## config.mk

```make
export PLATFORM = sky130hd
export DESIGN_NAME = id_stage
export DESIGN_NICKNAME = d
export VERILOG_FILES = /design/src/rtl/id_pkg.sv /design/src/rtl/id_decode.sv /design/src/rtl/id_stage.sv
export SDC_FILE = /design/constraint.sdc
export NUM_CORES = 1
export LEC_CHECK = 0
export CAP_MARGIN = 40
export CORE_ASPECT_RATIO = 0.8
export CORE_MARGIN = 5
export CORE_UTILIZATION = 30
export DETAILED_ROUTE_END_ITERATION = 16
export PLACE_DENSITY = 0.73
export RECOVER_POWER = 25
export SYNTH_ARGS = -nofsm -noshare
export SYNTH_HDL_FRONTEND = slang
export SYNTH_SLANG_ARGS = --single-unit
```

## constraint.sdc

```tcl
create_clock -name clk -period 3.8 [get_ports clk]
set_clock_uncertainty 0.2 [all_clocks]
set_input_delay 0.57 -clock clk [delete_from_list [all_inputs] [get_ports clk]]
set_output_delay 0.57 -clock clk [all_outputs]
set_load 0.02 [all_outputs]
```

## src/rtl/id_pkg.sv

```systemverilog
// Shared decode definitions for the RV32I ID stage: opcodes, func7 values,
// ALU operation codes and the decode result record.
package id_pkg;

   // Widest datapath the decode record can carry; narrower stages use the low bits.
   localparam int XLEN_MAX = 64;

   localparam logic [6:0] OP_IMM = 7'b0010011;
   localparam logic [6:0] OP     = 7'b0110011;
   localparam logic [6:0] LUI    = 7'b0110111;
   localparam logic [6:0] AUIPC  = 7'b0010111;

   localparam logic [6:0] F7_BASE = 7'b0000000;
   localparam logic [6:0] F7_ALT  = 7'b0100000;

   typedef enum logic [3:0] {
      ALU_ADD  = 4'd0,
      ALU_SUB  = 4'd1,
      ALU_SLL  = 4'd2,
      ALU_SLT  = 4'd3,
      ALU_SLTU = 4'd4,
      ALU_XOR  = 4'd5,
      ALU_SRL  = 4'd6,
      ALU_SRA  = 4'd7,
      ALU_OR   = 4'd8,
      ALU_AND  = 4'd9
   } alu_op_e;

   typedef struct packed {
      logic [XLEN_MAX-1:0] op1;
      logic [XLEN_MAX-1:0] op2;
      logic [4:0]          rd;
      logic                wen;
      alu_op_e             alu_op;
      logic                illegal;
   } dec_t;

   // func3 -> ALU op; 'alt' selects SUB/SRA where func7 picks the variant.
   function automatic alu_op_e base_alu(input logic [2:0] f3, input logic alt);
      case (f3)
         3'b000:  return alt ? ALU_SUB : ALU_ADD;
         3'b001:  return ALU_SLL;
         3'b010:  return ALU_SLT;
         3'b011:  return ALU_SLTU;
         3'b100:  return ALU_XOR;
         3'b101:  return alt ? ALU_SRA : ALU_SRL;
         3'b110:  return ALU_OR;
         default: return ALU_AND;
      endcase
   endfunction

endpackage

```

## src/rtl/id_decode.sv

```systemverilog
// Combinational RV32I decode (OP-IMM, OP, LUI, AUIPC) with optional
// same-cycle writeback forwarding into the source operands.
module id_decode
   import id_pkg::*;
#(
   parameter int XLEN      = 32,
   parameter bit BYPASS_EN = 1'b1
) (
   input  logic [31:0]     i_inst,
   input  logic [XLEN-1:0] i_pc,
   input  logic [XLEN-1:0] i_rs1_data,
   input  logic [XLEN-1:0] i_rs2_data,
   input  logic            i_wb_wen,
   input  logic [4:0]      i_wb_addr,
   input  logic [XLEN-1:0] i_wb_data,
   output logic [4:0]      o_rs1_addr,
   output logic [4:0]      o_rs2_addr,
   output dec_t            o_dec
);

   logic [6:0]      w_opcode;
   logic [2:0]      w_f3;
   logic [6:0]      w_f7;
   logic [4:0]      w_rs1;
   logic [4:0]      w_rs2;
   logic [4:0]      w_rd;
   logic [XLEN-1:0] w_i_imm;
   logic [XLEN-1:0] w_u_imm;
   logic [XLEN-1:0] w_shamt;
   logic            w_fwd1;
   logic            w_fwd2;
   logic [XLEN-1:0] w_rs1_val;
   logic [XLEN-1:0] w_rs2_val;
   logic            w_legal;
   logic            w_use1;
   logic            w_use2;
   logic [XLEN-1:0] w_op1;
   logic [XLEN-1:0] w_op2;
   alu_op_e         w_alu;

   assign w_opcode = i_inst[6:0];
   assign w_f3     = i_inst[14:12];
   assign w_f7     = i_inst[31:25];
   assign w_rs1    = i_inst[19:15];
   assign w_rs2    = i_inst[24:20];
   assign w_rd     = i_inst[11:7];
   assign w_i_imm  = XLEN'($signed(i_inst[31:20]));
   assign w_u_imm  = XLEN'($signed({i_inst[31:12], 12'b0}));
   assign w_shamt  = XLEN'(i_inst[24:20]);

   // x0 is never forwarded: a write to it is architecturally discarded.
   assign w_fwd1    = BYPASS_EN && i_wb_wen && (i_wb_addr != 5'd0) && (i_wb_addr == w_rs1);
   assign w_fwd2    = BYPASS_EN && i_wb_wen && (i_wb_addr != 5'd0) && (i_wb_addr == w_rs2);
   assign w_rs1_val = w_fwd1 ? i_wb_data : i_rs1_data;
   assign w_rs2_val = w_fwd2 ? i_wb_data : i_rs2_data;

   always_comb begin
      w_legal = 1'b0;
      w_use1  = 1'b0;
      w_use2  = 1'b0;
      w_op1   = '0;
      w_op2   = '0;
      w_alu   = ALU_ADD;
      case (w_opcode)
         OP_IMM: begin
            w_use1  = 1'b1;
            w_op1   = w_rs1_val;
            w_op2   = (w_f3 == 3'b001 || w_f3 == 3'b101) ? w_shamt : w_i_imm;
            w_alu   = base_alu(w_f3, (w_f3 == 3'b101) && (w_f7 == F7_ALT));
            w_legal = !((w_f3 == 3'b001 && w_f7 != F7_BASE) ||
                        (w_f3 == 3'b101 && w_f7 != F7_BASE && w_f7 != F7_ALT));
         end
         OP: begin
            w_use1  = 1'b1;
            w_use2  = 1'b1;
            w_op1   = w_rs1_val;
            w_op2   = w_rs2_val;
            w_alu   = base_alu(w_f3, w_f7 == F7_ALT);
            w_legal = (w_f7 == F7_BASE) ||
                      (w_f7 == F7_ALT && (w_f3 == 3'b000 || w_f3 == 3'b101));
         end
         LUI: begin
            w_op2   = w_u_imm;
            w_legal = 1'b1;
         end
         AUIPC: begin
            w_op1   = i_pc;
            w_op2   = w_u_imm;
            w_legal = 1'b1;
         end
         default: ;
      endcase
      // Illegal encodings still flow down the pipe, but as an inert bubble-like op.
      if (!w_legal) begin
         w_use1 = 1'b0;
         w_use2 = 1'b0;
         w_op1  = '0;
         w_op2  = '0;
         w_alu  = ALU_ADD;
      end
   end

   assign o_rs1_addr    = w_use1 ? w_rs1 : 5'd0;
   assign o_rs2_addr    = w_use2 ? w_rs2 : 5'd0;
   assign o_dec.op1     = XLEN_MAX'(w_op1);
   assign o_dec.op2     = XLEN_MAX'(w_op2);
   assign o_dec.rd      = w_legal ? w_rd : 5'd0;
   assign o_dec.wen     = w_legal && (w_rd != 5'd0);
   assign o_dec.alu_op  = w_alu;
   assign o_dec.illegal = !w_legal;

endmodule

```

## src/rtl/id_stage.sv

```systemverilog
// RV32I decode stage: combinational decode feeding an ID/EX register with
// valid/ready handshakes on both sides and a flush for redirects.
module id_stage
   import id_pkg::*;
#(
   parameter int XLEN      = 32,
   parameter bit BYPASS_EN = 1'b1
) (
   input  logic            clk,
   input  logic            rst,
   input  logic            in_valid,
   output logic            in_ready,
   input  logic [31:0]     inst_i,
   input  logic [XLEN-1:0] inst_addr_i,
   output logic [4:0]      rs1_addr_o,
   output logic [4:0]      rs2_addr_o,
   input  logic [XLEN-1:0] rs1_data_i,
   input  logic [XLEN-1:0] rs2_data_i,
   input  logic            wb_wen_i,
   input  logic [4:0]      wb_addr_i,
   input  logic [XLEN-1:0] wb_data_i,
   input  logic            flush_i,
   output logic            out_valid,
   input  logic            out_ready,
   output logic [31:0]     inst_o,
   output logic [XLEN-1:0] inst_addr_o,
   output logic [XLEN-1:0] op_num1_o,
   output logic [XLEN-1:0] op_num2_o,
   output logic [4:0]      rd_addr_o,
   output logic            reg_wen,
   output logic [3:0]      alu_op_o,
   output logic            illegal_o
);

   dec_t            w_dec;
   logic            w_accept;
   logic            r_valid;
   logic [31:0]     r_inst;
   logic [XLEN-1:0] r_pc;
   logic [XLEN-1:0] r_op1;
   logic [XLEN-1:0] r_op2;
   logic [4:0]      r_rd;
   logic            r_wen;
   logic [3:0]      r_alu;
   logic            r_illegal;

   id_decode #(
      .XLEN      (XLEN),
      .BYPASS_EN (BYPASS_EN)
   ) u_decode (
      .i_inst     (inst_i),
      .i_pc       (inst_addr_i),
      .i_rs1_data (rs1_data_i),
      .i_rs2_data (rs2_data_i),
      .i_wb_wen   (wb_wen_i),
      .i_wb_addr  (wb_addr_i),
      .i_wb_data  (wb_data_i),
      .o_rs1_addr (rs1_addr_o),
      .o_rs2_addr (rs2_addr_o),
      .o_dec      (w_dec)
   );

   generate
      if (XLEN < XLEN_MAX) begin : g_narrow
         logic w_unused_hi;
         assign w_unused_hi = ^{w_dec.op1[XLEN_MAX-1:XLEN], w_dec.op2[XLEN_MAX-1:XLEN]};
      end
   endgenerate

   assign in_ready = !r_valid || out_ready;
   assign w_accept = in_valid && in_ready;

   // Flush beats acceptance: the upstream handshake completes but the word is dropped.
   always_ff @(posedge clk) begin
      if (rst) begin
         r_valid   <= 1'b0;
         r_inst    <= '0;
         r_pc      <= '0;
         r_op1     <= '0;
         r_op2     <= '0;
         r_rd      <= '0;
         r_wen     <= 1'b0;
         r_alu     <= '0;
         r_illegal <= 1'b0;
      end else if (flush_i) begin
         r_valid <= 1'b0;
      end else if (w_accept) begin
         r_valid   <= 1'b1;
         r_inst    <= inst_i;
         r_pc      <= inst_addr_i;
         r_op1     <= w_dec.op1[XLEN-1:0];
         r_op2     <= w_dec.op2[XLEN-1:0];
         r_rd      <= w_dec.rd;
         r_wen     <= w_dec.wen;
         r_alu     <= w_dec.alu_op;
         r_illegal <= w_dec.illegal;
      end else if (r_valid && out_ready) begin
         r_valid <= 1'b0;
      end
   end

   assign out_valid   = r_valid;
   assign inst_o      = r_inst;
   assign inst_addr_o = r_pc;
   assign op_num1_o   = r_op1;
   assign op_num2_o   = r_op2;
   assign rd_addr_o   = r_rd;
   assign reg_wen     = r_wen;
   assign alu_op_o    = r_alu;
   assign illegal_o   = r_illegal;

endmodule

```

==> results of run 1 <==
critical path: stages:
cell and delay, ns:
clkdlybuf4s50_1 0.56, nor4_4 0.42, nand3_1 0.21, o22ai_1 0.19, buf_4 0.21, and3_1 0.17
clkdlybuf4s50_1 0.60
cell families after synthesis:
kind of cell	count (synthesis)	share of synthesized area, %
compound gates	344	33.7
flops	140	39.3
simple gates	322	20.3
xor+xnor	11	1.35
buf+inv	95	5.35
flip-flops by register name, indices dropped and copies added (netlist names):
| register | flops |
|---|---|
| alu_op_o | 4 |
| illegal_o | 1 |
| inst_addr_o | 32 |
| inst_o | 32 |
| op_num1_o | 32 |
| op_num2_o | 32 |
| out_valid | 1 |
| rd_addr_o | 5 |
| reg_wen | 1 |
cell type report:
cell class                 count  area share, %
multi-input combinational    677           34.9
timing repair buffer         365           31.6
sequential                   140           24.7
clock buffer                  17           3.74
tap                          312           3.44
clock inverter                15           1.49
inverter                       4          0.132
antenna                        1         0.0220
cell usage in the layout, fill, tap and decap left out, drive strengths merged, types with 2 or more instances in the layout:
cell / n
a21boi: 32
a21o: 59
a21oi: 74
a221oi: 79
a22o: 5
a22oi: 6
a31oi: 5
and2: 9
and3: 7
and4: 2
buf: 42
clkbuf: 20
clkdlybuf4s50: 256
clkinv: 2
dfxtp: 140
dlygate4sd3: 64
inv: 15
nand2: 201
nand2b: 3
nand3: 68
nand4: 3
nor2: 14
nor2b: 2
nor4: 4
o211a: 2
o211ai: 2
o21ai: 72
o22ai: 2
or4: 2
or4b: 2
xnor2: 10
power by group:
part / total [mW] / internal, mW / switching [mW]
combinational: 0.622 / 0.284 / 0.338
sequential: 1.52 / 1.50 / 0.0158
clock: 1.72 / 0.942 / 0.775
metal layers:
layer	up-vias	routed length, um	GRT usage, %
met1	4011	13900	29.8
met3	32	2980	7.45
met2	401	15400	38.4
met4	0	629	6.41
li1	3910	-	-
met5	-	0	0
what timing repair did:
item                       4_1_cts  5_1_grt
resized for setup                0        1
setup endpoints to repair        0        5
hold buffers                     0        0
through the flow:
stage          util (%)  setup slack (ns)  cell area (um2)
4_1_cts            48.6            0.0429            11400
5_1_grt            48.6           -0.0267            11400
2_1_floorplan         -             0.955             7130
3_5_place_dp       46.1            0.0350            10800
3_3_place_gp       45.9            0.0862            10700
6_report           48.6            0.0909            11400
how the worst max path moves through the flow:
stage	start	end	cells past startpoint
after floorplan	inst_i[3]	rs2_addr_o[0]	6
after global placement	inst_i[25]	rs1_addr_o[2]	7
after detailed placement	inst_i[25]	rs1_addr_o[4]	7
after CTS	inst_i[25]	rs1_addr_o[4]	7
after global routing	inst_i[25]	rs1_addr_o[2]	7
final	inst_i[25]	rs1_addr_o[4]	7
==> summary.txt, run 1 <==
Clock network
  – Postcts setup bufs: 0
  – Worst-path clk slew: about 0.070 ns
  – Clk sink count: 140
  – Worst-skew pair later-pin latency: approximately 0.43 ns
  – CTS tree: built
  – H-Tree Depth: 4
  – Root Driver: clkbuf_16
  – Num CTS Buffers: 17
  – Clock Path Buffers: 2

STA
  – WHS: 0.252 ns
  – Final setup TNS: 0 ns
  – Final Cycle Share: about 98%
  – Slew Limit Fails: 53
  – Final hold vios: 0
  – Max Clk Rate: roughly 270 MHz
  – Slew headroom: -57.7%
  – Setup violations, final: 0
  – Final min period: ~3.7 ns
  – Worst-Margin Slew: around 2.4 ns

Synthesis
  – Most common cell in the synthesized netlist: nand2_1
  – Most frequent cells after synthesis: nand2_1, dfxtp_1, a21oi_1
  – Synth unique cells: a little over 50
  – Cells after Synth: about 910
  – Synth Area per Inst: between 7 and 8 um2
  – Synth warn: 0
  – Area share of the largest cell type after synthesis: 39.3%
  – Seq cells post-synth: 140
  – Synth area leaders: dfxtp_1, nand2_1, a221oi_1, a21o_1, a21oi_1
  – Synthesized area: around 7100 um2
  – Fraction of registers with async set/reset: 0%
  – EDFF count, synth: 0
  – Largest area contributor in the netlist: dfxtp_1
  – Primary FF master, synth: dfxtp_1
  – Syn Nets: around 1,100
  – Register area share after synthesis: between 30 and 40%

Status
  – Status: finished with violations
  – Violated checks: max-capacitance violations, max-slew violations

Critical path
  – Max FO, Critical Path: 10
  – Reg2reg path depth: 6
  – Worst EP arrival: just under 3 ns
  – Reg2reg setup slack: 0.94 ns
  – Critical path required time: 3.03 ns
  – Reg-to-reg endpoint: op_num1_o[11]
  – Setup crit end kind: output port
  – Worst r2r src: out_valid
  – Crit path kind: input port to output port
  – Crit start category: input port

Placed design
  – Port Buffers: 321
  – DP Cell Count: 1,498
  – DPL Wire Length: 24.2 mm
  – Routability cong.: 0.865

Die
  – Initial Utilization: between 30% and 40%
  – Core Area: 23,400 um2
  – Number of top-level pins: 322
  – Row cnt: 50
  – Die Y-Extent: between 100 and 150 um
  – Die width: between 150 and 200 um
  – Die area: 27,000 um2

Pwr
  – Leak pwr: 3.88 nW
  – Power density over cell area: 339 nW/um2
  – Total chip power: slightly below 4 mW
  – Peak supply drop: slightly below 0.3 mV

Route
  – ANT nets after route: 0
  – Initial drt markers: roughly 590
  – Remaining DRCs: 0
  – Avg WL per Cell: about 22 um
  – DR vias: ~8,400
  – Vias per cell: 5.46
  – Drt total wl: about 33 mm
  – Detailed Routing Iterations Pass 1: 6

Finish
  – Post-Layout Cell Count: between 1,500 and 2,000
  – Fill cell count: roughly 2,300
  – Nets: 1,376
  – Share of cells above drive strength 1: about 8%
  – Footprint of the multi-input gates: approximately 4000 um2
  – Register Area: 2800 um2
  – Area grow syn2layout: 59.4%

Global route
  – Total grt overflow: 0
  – First-pass GRT wire length: just under 50 mm
  – Vias in the first global route: 8,224
  – Initial antenna violation count: 1
  – Pin count of the biggest net entering global routing: about 120
  – GRT Util Overall: roughly a quarter

Run
  – Max Cap Viol: 1

Min path
  – Min-Delay Path Class: flop to flop
  – Hold EP: alu_op_o[1]
  – Hold Crit Start: alu_op_o[1]
  – WHS Path Cells: 2
(Power assumes the default switching activity.)
==> run 2, diff against run 1 <==
--- a/config.mk
+++ b/config.mk
@@ -5,6 +5,7 @@
 export SDC_FILE = /design/constraint.sdc
 export NUM_CORES = 1
 export LEC_CHECK = 0
+export ABC_AREA = 1
 export CAP_MARGIN = 40
 export CORE_ASPECT_RATIO = 0.8
 export CORE_MARGIN = 5
@@ -12,6 +13,7 @@
 export DETAILED_ROUTE_END_ITERATION = 16
 export PLACE_DENSITY = 0.73
 export RECOVER_POWER = 25
+export SLEW_MARGIN = 10
 export SYNTH_ARGS = -nofsm -noshare
 export SYNTH_HDL_FRONTEND = slang
 export SYNTH_SLANG_ARGS = --single-unit
==> run 2 against run 1 <==
Critical path depth up 3. Final cell count up 17%. Area after synthesis up 2.8%. Non-clock buffer count down 16. The run now ends clean. Largest power group unchanged. Via count up 3.9%. Sequential cell count unchanged. Worst setup slack better by 0.086 ns. Sequential share of layout area down 0.32 points. Clock power about the same. Utilization down 0.97 points.
==> summary.txt, run 2 <==
Synthesis
  – Fraction of registers with async set/reset: 0% (unchanged)
  – Seq cells post-synth: 140 (unchanged)
  – Cells after Synth: 1,175 (was 912)
  – Synth Area per Inst: 6.24 um2 (was 7.82 um2)
  – Syn Nets: 1,346 (was 1,083)
  – Most common cell in the synthesized netlist: nand2_1 (unchanged)
  – Most frequent cells after synthesis: nand2_1, inv_1, dfxtp_1 (was nand2_1, dfxtp_1, a21oi_1)
  – Synth Area in Simple Gates: 36.0% (was 20.3%)
  – Largest area contributor in the netlist: dfxtp_1 (unchanged)
  – Multiplexer share of the synthesized area: 0% (unchanged)
  – Post-Synth XOR/XNOR Area: 0.717% (was 1.35%)
  – Primary FF master, synth: dfxtp_1 (unchanged)
  – EDFF count, synth: 0 (unchanged)
  – Synth Area in Adders: 0% (unchanged)
  – Area share of the largest cell type after synthesis: 38.2% (was 39.3%)
  – Largest family of logic cells by synthesized area: simple AND/OR/NAND/NOR gates (was compound AO/OA/AOI/OAI gates)
  – Synth area leaders: dfxtp_1, nand2_1, nand3_1, inv_1, nor2_1 (was dfxtp_1, nand2_1, a221oi_1, a21o_1, a21oi_1)
  – Register area share after synthesis: 38.2% (was 39.3%)
  – Post-synthesis compound-gate area fraction: 13.1% (was 33.7%)
  – Synth warn: 0 (unchanged)
  – Synthesized area: 7330 um2 (was 7130 um2)
  – Synth unique cells: 28 (was 51)

Critical path
  – Worst EP arrival: 2.85 ns (was 2.94 ns)
  – Critical path required time: 3.03 ns (about the same)
  – Reg2reg path depth: 6 (unchanged)
  – Setup crit end kind: output port (unchanged)
  – Reg2reg setup slack: 1.14 ns (was 0.94 ns)
  – Worst r2r src: out_valid (unchanged)
  – Crit path from: inst_i[1] (was inst_i[25])
  – Crit path kind: input port to output port (unchanged)
  – Reg-to-reg endpoint: inst_o[14] (was op_num1_o[11])
  – Worst setup path end: rs1_addr_o[3] (was rs1_addr_o[4])
  – Crit start category: input port (unchanged)
  – Max FO, Critical Path: 9 (was 10)

Die
  – Initial Utilization: 30.3% (was 30.5%)
  – Die width: 185 um (was 182 um)
  – Number of top-level pins: 322 (unchanged)
  – Die area: 27,700 um2 (was 27,000 um2)
  – Core Area: 24,200 um2 (was 23,400 um2)
  – Die Y-Extent: 150 um (was 148 um)
  – Row cnt: 51 (was 50)

Clock network
  – Num CTS Buffers: 17 (unchanged)
  – Worst-skew pair later-pin latency: 0.42 ns (was 0.43 ns)
  – H-Tree Depth: 4 (unchanged)
  – Root Driver: clkbuf_16 (unchanged)
  – CTS resizes: 0 (unchanged)
  – Worst-path clk slew: 0.07 ns (about the same)
  – Cts hold-fix bufs: 0 (unchanged)
  – Clock Path Buffers: 2 (unchanged)
  – Clk sink count: 140 (unchanged)
  – Postcts setup bufs: 0 (unchanged)
  – CTS tree: built (unchanged)

Route
  – Avg WL per Cell: 18.1 um (was 21.5 um)
  – DR vias: 8,678 (was 8,354)
  – Detailed Routing Iterations Pass 1: 4 (was 6)
  – Drt total wl: 32.5 mm (was 33.0 mm)
  – Remaining DRCs: 0 (unchanged)
  – ANT nets after route: 0 (unchanged)
  – Initial drt markers: 409 (was 586)
  – Vias per cell: 4.83 (was 5.46)

STA
  – Final hold vios: 0 (unchanged)
  – Final min period: 3.62 ns (was 3.71 ns)
  – Worst-Margin Slew: 1.06 ns (was 2.37 ns)
  – Setup violations, final: 0 (unchanged)
  – WHS: 0.255 ns (was 0.252 ns)
  – Slew Limit Fails: 0 (was 53)
  – Slew headroom: 29.2% (was -57.7%)
  – Final setup TNS: 0 ns (unchanged)
  – Unrepaired setup endpoints after global routing: false
  – Final Cycle Share: 95.3% (was 97.6%)
  – Max Clk Rate: 276 MHz (was 270 MHz)

Placed design
  – Cell Area, Placed: 10,900 um2 (was 10,800 um2)
  – DPL Wire Length: 24.1 mm (was 24.2 mm)
  – Port Buffers: 321 (unchanged)
  – Routability cong.: 0.903 (was 0.865)

Global route
  – Initial antenna violation count: 0 (was 1)
  – GRT Util Overall: 22.7% (was 23.4%)
  – Vias in the first global route: 8,359 (was 8,224)
  – First-pass GRT wire length: 48.3 mm (was 49.5 mm)
  – Pin count of the biggest net entering global routing: 67 (was 116)
  – Total grt overflow: 0 (unchanged)

Finish
  – Most common cell after layout, fill and taps aside: nand2_1 (was clkdlybuf4s50_1)
  – Area grow syn2layout: 57.0% (was 59.4%)
  – Register Area: 2800 um2 (unchanged)
  – Nets: 1,638 (was 1,376)
  – Fill cell count: 2,469 (was 2,267)
  – N_diodes: 0 (was 1)
  – Footprint of the multi-input gates: 3680 um2 (was 3970 um2)
  – Share of cells above drive strength 1: 7.03% (was 7.96%)
  – Most frequent cells in the layout: nand2_1, clkdlybuf4s50_1, inv_1, dfxtp_1, nand3_1 (was clkdlybuf4s50_1, nand2_1, dfxtp_1, a21oi_1, o21ai_0)
  – Design Area, Final: 11,500 um2 (was 11,400 um2)

Status
  – Status: complete, no violations (was finished with violations)

Min path
  – Min-Delay Path Class: flop to flop (unchanged)

Pwr
  – Leak pwr: 5.16 nW (was 3.88 nW)
  – Power density over cell area: 341 nW/um2 (was 339 nW/um2)
  – Peak supply drop: 0.261 mV (was 0.294 mV)

Run
  – Max Cap Viol: 0 (was 1)
-- run 2: cell type report --
cell class | count | area share [%]
sequential | 140 | 24.4
tap | 318 | 3.46
clock inverter | 15 | 1.52
inverter | 146 | 4.78
clock buffer | 17 | 3.70
multi-input combinational | 813 | 32.0
timing repair buffer | 349 | 30.2
-- run 2: kinds of logic (layout without fill, tap and decap cells) --
logic type,Yosys count,after routing
AO/OA/AOI/OAI,177,177
flip-flops,140,140
AND/OR/NAND/NOR,630,630
XOR/XNOR,6,6
buffers and inverters,222,527
-- run 2: worst min path at each step --
stage	from	to	slack, ns	depth (start not counted)
floorplan	inst_o[10]	inst_o[10]	0.34	2
global placement	op_num1_o[28]	op_num1_o[28]	0.25	2
detailed placement	inst_o[10]	inst_o[10]	0.25	2
CTS	inst_o[10]	inst_o[10]	0.26	2
global route	op_num2_o[17]	op_num2_o[17]	0.28	2
finish	inst_o[10]	inst_o[10]	0.26	2
-- run 2: metrics by stage --
step                utilization, %  power, mW  std cells  setup WS, ns
finish                        47.6       3.92       1798         0.177
global route                  47.6       4.07       1798        0.0810
CTS                           47.6       3.97       1798         0.193
detailed placement            45.1       2.21       1766         0.196
global placement              45.0       2.20       1764         0.241
floorplan                        -       1.82       1175          1.25
-- run 2: worst max-delay path, cell delays in order --
cell,delay (ns)
clkdlybuf4s50_1,0.51
nand2_1,0.08
nor3_2,0.26
nand2_2,0.17
nor2_8,0.13
nand2_4,0.09
nand3_4,0.14
nand2_1,0.16
nor2_1,0.12
clkdlybuf4s50_1,0.62
-- run 2: report_power, final --
group          leakage, nW  switching [mW]  internal (mW)
sequential            1.14          0.0220           1.51
combinational         3.73           0.338          0.295
clock                0.297           0.757          0.996
-- run 2: metal layers --
metal | wire length, um | track usage [%]
met1 | 14000 | 29.5
met4 | 739 | 6.53
met5 | 0 | 0
met2 | 14600 | 36.6
met3 | 3190 | 7.24
